===== src/rtl/swacc_cm_ctl_cqc_rd_pkg.sv =====
// Shared definitions for the CQC read-back path: widths, CEU opcodes,
// head/beat field offsets and the beat-0 formatting function.
package swacc_cm_ctl_cqc_rd_pkg;

  localparam int HEAD_W  = 128;
  localparam int DATA_W  = 256;
  localparam int ICM_AW  = 64;
  localparam int PHY_AW  = 64;
  localparam int ENTRY_W = 128;
  localparam int CQN_W   = 14;
  localparam int TAG_W   = 4;
  localparam int CNT_W   = 2;
  localparam int GET_HEAD_W = TAG_W + 2*CNT_W + PHY_AW + ICM_AW;

  // CEU opcodes for CQ context commands
  localparam logic [3:0] WR_CQ_ALL     = 4'h1;
  localparam logic [3:0] WR_CQ_MODIFY  = 4'h2;
  localparam logic [3:0] WR_CQ_INVALID = 4'h3;
  localparam logic [3:0] RD_CQ_ALL     = 4'h4;

  // Command head field offsets
  localparam int OPCODE_LSB = 120;
  localparam int INDEX_LSB  = 64;

  // CQC field offsets within response beat 0 (same layout the CEU writes)
  localparam int LKEY_LSB  = 32;
  localparam int PD_LSB    = 64;
  localparam int EQN_LSB   = 96;
  localparam int LOGSZ_LSB = 152;

  localparam int CQC_PIECE_NUM = 2;
  localparam logic [TAG_W-1:0] CEU_TAG = '0;

  typedef enum logic [7:0] {
    IDLE     = 8'b0000_0001,
    ADDR_REQ = 8'b0000_0010,
    ADDR_RSP = 8'b0000_0100,
    GET_REQ  = 8'b0000_1000,
    GET_RSP  = 8'b0001_0000,
    RSP_B0   = 8'b0010_0000,
    RSP_B1   = 8'b0100_0000,
    RSP_ERR  = 8'b1000_0000
  } cqc_rd_state_e;

  // Scatter the cache entry fields into the CEU beat-0 layout
  function automatic logic [DATA_W-1:0] fmt_beat0(input logic [ENTRY_W-1:0] e);
    logic [DATA_W-1:0] d;
    d = '0;
    d[LKEY_LSB  +: 32] = e[127:96];
    d[PD_LSB    +: 32] = e[95:64];
    d[EQN_LSB   +: 32] = e[63:32];
    d[LOGSZ_LSB +: 8]  = e[7:0];
    return d;
  endfunction

endpackage


===== src/rtl/swacc_cm_ctl_cqc_rd.sv =====
// CQC read-back controller: takes one CEU read command, translates the CQN
// through ICM mapping, fetches the CQC entry from the ICM cache and returns
// a two-beat context response (or a single error beat for other opcodes).
module swacc_cm_ctl_cqc_rd
  import swacc_cm_ctl_cqc_rd_pkg::*;
(
  input  logic                  clk,
  input  logic                  rst_n,
  input  logic                  cqc_rd_req_valid,
  input  logic [HEAD_W-1:0]     cqc_rd_req_head,
  output logic                  cqc_rd_req_ready,
  output logic                  icm_mapping_lookup_valid,
  output logic [CQN_W-1:0]      icm_mapping_lookup_head,
  input  logic                  icm_mapping_lookup_ready,
  input  logic                  icm_mapping_rsp_valid,
  input  logic [ICM_AW-1:0]     icm_mapping_rsp_icm_addr,
  input  logic [PHY_AW-1:0]     icm_mapping_rsp_phy_addr,
  output logic                  icm_mapping_rsp_ready,
  output logic                  cache_get_req_valid,
  output logic [GET_HEAD_W-1:0] cache_get_req_head,
  input  logic                  cache_get_req_ready,
  input  logic                  cache_get_rsp_valid,
  input  logic [ENTRY_W-1:0]    cache_get_rsp_data,
  output logic                  cache_get_rsp_ready,
  output logic                  cqc_rd_rsp_valid,
  output logic [HEAD_W-1:0]     cqc_rd_rsp_head,
  output logic                  cqc_rd_rsp_last,
  output logic [DATA_W-1:0]     cqc_rd_rsp_data,
  input  logic                  cqc_rd_rsp_ready
);

  cqc_rd_state_e        state, state_nxt;
  logic [HEAD_W-1:0]    head_q, head_nxt;
  logic [ICM_AW-1:0]    icm_q, icm_nxt;
  logic [PHY_AW-1:0]    phy_q, phy_nxt;
  logic [ENTRY_W-1:0]   entry_q, entry_nxt;
  logic                 nxt_is_rsp;
  logic                 unused_entry_bits;

  assign unused_entry_bits = ^entry_q[31:8];

  // Next state and latched command context; handshakes use the registered
  // valid/ready outputs so the first cycle after reset cannot accept.
  always_comb begin
    state_nxt = state;
    head_nxt  = head_q;
    icm_nxt   = icm_q;
    phy_nxt   = phy_q;
    entry_nxt = entry_q;
    case (state)
      IDLE: begin
        if (cqc_rd_req_valid && cqc_rd_req_ready) begin
          head_nxt  = cqc_rd_req_head;
          state_nxt = (cqc_rd_req_head[OPCODE_LSB +: 4] == RD_CQ_ALL) ? ADDR_REQ : RSP_ERR;
        end
      end
      ADDR_REQ: if (icm_mapping_lookup_valid && icm_mapping_lookup_ready) state_nxt = ADDR_RSP;
      ADDR_RSP: begin
        if (icm_mapping_rsp_valid && icm_mapping_rsp_ready) begin
          icm_nxt   = icm_mapping_rsp_icm_addr;
          phy_nxt   = icm_mapping_rsp_phy_addr;
          state_nxt = GET_REQ;
        end
      end
      GET_REQ: if (cache_get_req_valid && cache_get_req_ready) state_nxt = GET_RSP;
      GET_RSP: begin
        if (cache_get_rsp_valid && cache_get_rsp_ready) begin
          entry_nxt = cache_get_rsp_data;
          state_nxt = RSP_B0;
        end
      end
      RSP_B0:  if (cqc_rd_rsp_valid && cqc_rd_rsp_ready) state_nxt = RSP_B1;
      RSP_B1:  if (cqc_rd_rsp_valid && cqc_rd_rsp_ready) state_nxt = IDLE;
      RSP_ERR: if (cqc_rd_rsp_valid && cqc_rd_rsp_ready) state_nxt = IDLE;
      default: state_nxt = IDLE;
    endcase
  end

  assign nxt_is_rsp = (state_nxt == RSP_B0) || (state_nxt == RSP_B1) || (state_nxt == RSP_ERR);

  // State, context registers and registered outputs decoded from the next state
  always_ff @(posedge clk or negedge rst_n) begin
    if (!rst_n) begin
      state                    <= IDLE;
      head_q                   <= '0;
      icm_q                    <= '0;
      phy_q                    <= '0;
      entry_q                  <= '0;
      cqc_rd_req_ready         <= 1'b0;
      icm_mapping_lookup_valid <= 1'b0;
      icm_mapping_lookup_head  <= '0;
      icm_mapping_rsp_ready    <= 1'b0;
      cache_get_req_valid      <= 1'b0;
      cache_get_req_head       <= '0;
      cache_get_rsp_ready      <= 1'b0;
      cqc_rd_rsp_valid         <= 1'b0;
      cqc_rd_rsp_head          <= '0;
      cqc_rd_rsp_last          <= 1'b0;
      cqc_rd_rsp_data          <= '0;
    end else begin
      state                    <= state_nxt;
      head_q                   <= head_nxt;
      icm_q                    <= icm_nxt;
      phy_q                    <= phy_nxt;
      entry_q                  <= entry_nxt;
      cqc_rd_req_ready         <= (state_nxt == IDLE);
      icm_mapping_lookup_valid <= (state_nxt == ADDR_REQ);
      icm_mapping_lookup_head  <= (state_nxt == ADDR_REQ) ? head_nxt[INDEX_LSB +: CQN_W] : '0;
      icm_mapping_rsp_ready    <= (state_nxt == ADDR_RSP);
      cache_get_req_valid      <= (state_nxt == GET_REQ);
      cache_get_req_head       <= (state_nxt == GET_REQ) ?
                                  {CEU_TAG, CNT_W'(CQC_PIECE_NUM - 1), CNT_W'(0), phy_nxt, icm_nxt} : '0;
      cache_get_rsp_ready      <= (state_nxt == GET_RSP);
      cqc_rd_rsp_valid         <= nxt_is_rsp;
      cqc_rd_rsp_head          <= nxt_is_rsp ? head_nxt : '0;
      cqc_rd_rsp_last          <= (state_nxt == RSP_B1) || (state_nxt == RSP_ERR);
      cqc_rd_rsp_data          <= (state_nxt == RSP_B0) ? fmt_beat0(entry_nxt) : '0;
    end
  end

endmodule


===== config.mk =====
export PLATFORM = sky130hd
export DESIGN_NAME = swacc_cm_ctl_cqc_rd
export DESIGN_NICKNAME = d
export VERILOG_FILES = /design/src/rtl/swacc_cm_ctl_cqc_rd_pkg.sv /design/src/rtl/swacc_cm_ctl_cqc_rd.sv
export SDC_FILE = /design/constraint.sdc
export NUM_CORES = 1
export LEC_CHECK = 0
export ABC_CLOCK_PERIOD_IN_PS = 2100
export CAP_MARGIN = 0
export CORE_AREA = 2 2 364 366
export CTS_BUF_LIST = sky130_fd_sc_hd__clkbuf_2
export DETAILED_ROUTE_END_ITERATION = 10
export DIE_AREA = 0 0 366 368
export PLACE_DENSITY = 0.49
export RECOVER_POWER = 25
export SYNTH_ARGS = -nofsm -noshare
export SYNTH_HDL_FRONTEND = slang
export SYNTH_SLANG_ARGS = --single-unit

===== constraint.sdc =====
create_clock -name clk -period 2.1 [get_ports clk]
set_input_delay 0.315 -clock clk [delete_from_list [all_inputs] [get_ports clk]]
set_output_delay 0.315 -clock clk [all_outputs]
set_load 0.05 [all_outputs]

======== Word-level counts from Yosys, hierarchy flattened ========
Index checks and enable logic that the tools add are counted.
operators by class
  equal/unequal tests ..................... 17
  muxes and demuxes ....................... 21
  reductions and logical operators ........ 11
operators by type and width
  cell                                           count
  2-to-1 mux 128 bit                             5
  2-to-1 mux 64 bit                              4
  2-to-1 mux 160 bit                             1
  2-to-1 mux 131 bit                             1
  2-to-1 mux 8 bit                               8
  case mux 8 bit (7 select lines)                1
  == test 8 x 1 -> 1 bit, second input constant  2
  == test 8 x 2 -> 1 bit, second input constant  2
  == test 8 x 3 -> 1 bit, second input constant  2
  == test 8 x 4 -> 1 bit, second input constant  2
  == test 8 x 5 -> 1 bit, second input constant  2
  == test 8 x 6 -> 1 bit, second input constant  2
  == test 8 x 7 -> 1 bit, second input constant  2
  == test 8 bit, second input constant           2
  2-to-1 mux 14 bit                              1
  logical AND 1 bit                              6
  == test 4 x 3 -> 1 bit, second input constant  1
  logical OR 1 bit                               3
  AND reduction 2 bit                            1
  OR reduction 2 bit                             1
storage, ports and cells
  bits in registers ....................... 832
  output and inout port bits .............. 541
  word-level logic and storage cells ...... 66

======== Depth between registers and ports, before layout ========
  depth in word-level cells ............... 8
  mapped depth ............................ 9
  depth with buffers taken out ............ 6

======== Worst setup path after synthesis ========
OpenSTA, ideal clock, no wires.
  path kind ............................... register -> register
  from .................................... reg icm_mapping_lookup_valid
  to ...................................... reg cqc_rd_rsp_head[69]
  arrival ................................. 2146 ps
  setup slack ............................. -176 ps
  stages on the path, launching flop included .. 9
  path buffers ............................ 3
  cells stage by stage .................... dfrtp_1 nand2_1 a22oi_1 o41ai_2 o31ai_1 buf_2 buf_2 buf_2 a21oi_1
on the way
  longest elaborated chain between the ends .. 7
  elaborated cells between the ends (all ways) .. 9
RTL lines
  what                                                                     RTL line                    text
  from (decl)                                                              swacc_cm_ctl_cqc_rd.sv:12   output logic icm_mapping_lookup_valid,
  from (signal assigned)                                                   swacc_cm_ctl_cqc_rd.sv:107  icm_mapping_lookup_valid <= (state_nxt == ADDR_REQ);
  logical AND 1 bit (*)                                                    swacc_cm_ctl_cqc_rd.sv:57   ADDR_REQ: if (icm_mapping_lookup_valid && icm_mapping_lookup_ready) state_nxt = ADDR_RSP;
  2-to-1 mux 8 bit (*)                                                     swacc_cm_ctl_cqc_rd.sv:57
  case mux 8 bit (7 select lines) (*)                                      swacc_cm_ctl_cqc_rd.sv:50   case (state)
  == test 8 x 6 -> 1 bit / == test 8 x 7 -> 1 bit (equally long branches)  swacc_cm_ctl_cqc_rd.sv:79   assign nxt_is_rsp = (state_nxt == RSP_B0) || (state_nxt == RSP_B1) || (state_nxt == RSP_ERR);
  logical OR 1 bit                                                         swacc_cm_ctl_cqc_rd.sv:79
  logical OR 1 bit (*)                                                     swacc_cm_ctl_cqc_rd.sv:79
  2-to-1 mux 128 bit (*)                                                   swacc_cm_ctl_cqc_rd.sv:115  cqc_rd_rsp_head <= nxt_is_rsp ? head_nxt : '0;
  to (signal assigned)                                                     swacc_cm_ctl_cqc_rd.sv:115
  to (decl)                                                                swacc_cm_ctl_cqc_rd.sv:26   output logic [HEAD_W-1:0] cqc_rd_rsp_head,
Mark *: on every way between the ends. The rest lies on a longest branch, timed or not.
A chain may end at the register's enable or synchronous reset.

======== Worst setup path after layout ========
  from .................................... reg state[4]
  to ...................................... reg cqc_rd_rsp_head[110]
on the way
  longest elaborated chain between the ends .. 7
  elaborated cells between the ends (all ways) .. 24
RTL lines
  what                                                                     RTL line                    text
  from (decl)                                                              swacc_cm_ctl_cqc_rd.sv:32   cqc_rd_state_e state, state_nxt;
  from (signal assigned)                                                   swacc_cm_ctl_cqc_rd.sv:101  state <= state_nxt;
  == test 8 bit / == test 8 x 7 -> 1 bit (equally long branches)           swacc_cm_ctl_cqc_rd.sv:50
  OR reduction 2 bit (no line)                                             --
  case mux 8 bit (7 select lines)                                          swacc_cm_ctl_cqc_rd.sv:50
  == test 8 x 6 -> 1 bit / == test 8 x 7 -> 1 bit (equally long branches)  swacc_cm_ctl_cqc_rd.sv:79
  logical OR 1 bit (2 in a row)                                            swacc_cm_ctl_cqc_rd.sv:79
  2-to-1 mux 128 bit (*)                                                   swacc_cm_ctl_cqc_rd.sv:115
Marks and branches as above.

==> results.cfg <==
[cells_and_area]
area_growth_pct = 84.6
nNetsFinal = 4048
multi_input_area_um2 = 8400
seqCellArea_um2 = 18800
drive_gt1_share_pct = 40.0
nFillCells = 12600

[synth]
synth-warning-count = 0
synth_area_um2 = 27400
syn_avg_cell_area_um2 = 15.0
synth_ff_type = dfrtp_1
ys_seq_area_share_pct = 68.3
synthesis.instances = 1830
synthArstFlopShare_pct = 100
yosys_register_bits = 749
synth_largest_area_cell = dfrtp_1
synth-edff-count = 0
synth_area_leaders = dfrtp_1 (68%), mux2_2 (14%), and2_1 (5.4%), buf_4 (4.4%), a21boi_1 (2.3%)
synth_cell_types = 42
yosysTopAreaCellShare_pct = 68.2

[sta]
worst_pin_slew_ns = 1.32
fmax_ghz = 0.391
finalCritPeriodShare_pct = 122
slew_headroom_pct = 11.8
rsz0062_at_grt = yes
clock_skew_ns = 0.128
setup_violations = 1672
hold_viol = 0
slew_violations = 0
min_period_ns = 2.56
layout_setup_ws_ns = -0.457
hold_ws_ns = 0.254

[place]
place_hpwl_mm = 63.6
gp_congestion = 0.799
port_buffers = 749

[floorplan]
design.die.area_um2 = 135000
core_um2 = 131000
die_h_um = 368
die_x_um = 366
io-pin-count = 933
start_util_pct = 21.0
std_cell_rows = 133

[routing]
routed_wl_mm = 103
routedWlPerCell_um = 18.4
ant_nets = 0
dr_total_vias = 20900
drtPass1Iterations = 4
drt_iter0_drc = 778
drc = 0
viasPerCell = 3.75

[critical_path]
cp-end-kind = flop
r2r-end = cqc_rd_rsp_head[110]$_DFF_PN0_
crit_type = reg -> reg
required_ns = 3.48
crit_path_start_kind = flop
reg2reg_slack_ns = -0.46
r2r_start = state[4]$_DFF_PN0_
crit_path_max_fanout = 7
r2r.worst_path.cells = 9
critPathArrivalTime_ns = 3.94

[clocking]
cts_root_buf = clkbuf_2
clockBufferDepth = 3
cts-htree-levels = 4
clkLatencyLatePin_ns = 1.51
cts_sinks = 749
cts_buffers = 204
clk_pin_slew_ns = 0.11
cts_tree = done

[power]
power_density_nw_per_um2 = 878
total_power_w = 0.0445
power.leakage_nw = 24.5
vdd_ir_drop_max_uv = 694

[run]
max_cap_violations = 0

[hold_path]
hp-class = in -> reg
whs_endpoint = head_q[36]$_DFF_PN0_
min_path_cells = 3
hp-start = cqc_rd_req_head[36]

[grt]
grt-ovfl-total = 0
grt_pass1_wl_mm = 143
grt_pass1_vias = 22500
grt_antenna_before_repair = 8
grt_usage_pct = 14.1
grt_max_degree = 75

[run_status]
violations = setup timing
status = finished with violations
final cells by class:
type                            instances  area share (%)
Clock buffer                          314            3.10
Tap cell                             1755            4.34
Clock inverter                         48           0.635
Timing Repair Buffer                 1716            37.9
Antenna cell                            9          0.0445
Timing Repair inverter                  2          0.0914
Inverter                               21           0.217
Sequential cell                       749            37.0
Multi-Input combinational cell        962            16.6
worst max-delay path, cell delays in order (launching register included):
cell,delay [ns]
dfrtp_1,0.41
or4_4,0.56
buf_6,0.14
buf_6,0.11
o41ai_4,0.37
o31ai_4,0.16
buf_12,0.20
buf_16,0.18
clkbuf_16,0.18
a21boi_2,0.14
cell usage in the layout (no fill, tap or decap), drive strengths merged, types with 2 or more instances in the layout:
cell           synthesis  final
a21boi               114    114
a21oi                 18     18
a41o                   2      2
and2                 236    236
buf                  218    578
bufinv                 0      3
clkbuf                38    355
clkdlybuf4s50          0    366
clkinv                 0     42
clkinvlp               0      2
conb                   1    159
dfrtp                748    748
diode                  0      9
dlygate4sd3            0    729
inv                   21     24
mux2                 346    346
mux2i                 14     14
nand2                  8      8
nand3                  7      7
nand4                  6      6
nor2                  18     18
nor2b                  6      6
nor4                   2      2
nor4b                  2      2
o21ai                 11     11
o31ai                  2      2
or4                    2      2
Yosys cell counts (all sizes together), types with 7 or more instances:
| master | number |
|---|---|
| a21boi | 114 |
| a21oi | 18 |
| and2 | 236 |
| buf | 218 |
| clkbuf | 38 |
| dfrtp | 748 |
| inv | 21 |
| mux2 | 346 |
| mux2i | 14 |
| nand2 | 8 |
| nand3 | 7 |
| nor2 | 18 |
| o21ai | 11 |
worst max path at each step:
| stage | startpoint | endpoint | slack (ns) |
|---|---|---|---|
| finish | state[4]$_DFF_PN0_ | cqc_rd_rsp_head[110]$_DFF_PN0_ | -0.46 |
| floorplan | state[6]$_DFF_PN0_ | cache_get_req_head[104]$_DFF_PN0_ | -0.03 |
| global route | cache_get_req_valid$_DFF_PN0_ | cache_get_req_head[130] | -0.73 |
| detailed placement | cqc_rd_req_head[120] | cqc_rd_rsp_head[11]$_DFF_PN0_ | -0.47 |
| CTS | cache_get_req_valid$_DFF_PN0_ | cache_get_req_valid | -0.75 |
| global placement | cqc_rd_req_head[120] | cqc_rd_rsp_head[25]$_DFF_PN0_ | -0.45 |
metal layers:
metal | GRT usage [%] | vias up | wire length (µm)
met2 | 24.4 | 651 | 52600
met5 | 0 | - | 55
li1 | - | 9564 | -
met3 | 4.20 | 179 | 5780
met1 | 16.4 | 10500 | 41300
met4 | 5.58 | 8 | 2980
where the power goes:
group / internal (W) / switching [W] / leakage [nW] / total [W]
clock network: 0.00438 / 0.00635 / 1.46 / 0.0107
registers: 0.0166 / 0.000865 / 10.1 / 0.0175
logic: 0.00758 / 0.00866 / 12.9 / 0.0162
total: 0.0286 / 0.0159 / 24.5 / 0.0445
metrics by stage:
stage	util [%]	instance area [µm²]	setup WS, ns	instances	TNS (ns)
final	38.7	50600	-0.457	5576	-332.88
after global routing	38.7	50600	-0.726	5574	-509.80
after CTS	37.2	48600	-0.749	5494	-300.84
after detailed placement	28.8	37600	-0.468	4357	-122.52
after global placement	28.8	37600	-0.455	4357	-125.56
after floorplan	-	28100	-0.0294	1988	-0.707
kinds of logic after synthesis:
logic type             after synthesis  synth area share [%]
AO/OA/AOI/OAI                      152                  4.00
flip-flops                         749                  68.3
buffers and inverters              277                  6.46
other                                1                0.0137
AND/OR/NAND/NOR                    289                  6.43
multiplexers                       360                  14.7
XOR/XNOR                             2                0.0639
flip-flops by register name, indices dropped and copies added (netlist names):
register	cells
cqc_rd_req_ready	1
cqc_rd_rsp_last	1
icm_mapping_rsp_ready	1
icm_mapping_lookup_valid	1
cqc_rd_rsp_valid	1
entry_q	104
icm_mapping_lookup_head	14
cache_get_rsp_ready	1
phy_q	64
state	8
cache_get_req_head	128
cqc_rd_rsp_head	128
cqc_rd_rsp_data	104
head_q	128
icm_q	64
cache_get_req_valid	1
repair_timing:
action / 4_1_cts / 5_1_grt
setup buffers: 18 / 39
hold buffers: 730 / 0
endpoints found under the setup margin: 955 / 1036
gates resized for setup: 2589 / 285
hold endpoints to repair: 1496 / 0
gates cloned: 27 / 44
pin swaps: 32 / 92
No activity file was read; power rests on OpenSTA's default activity.
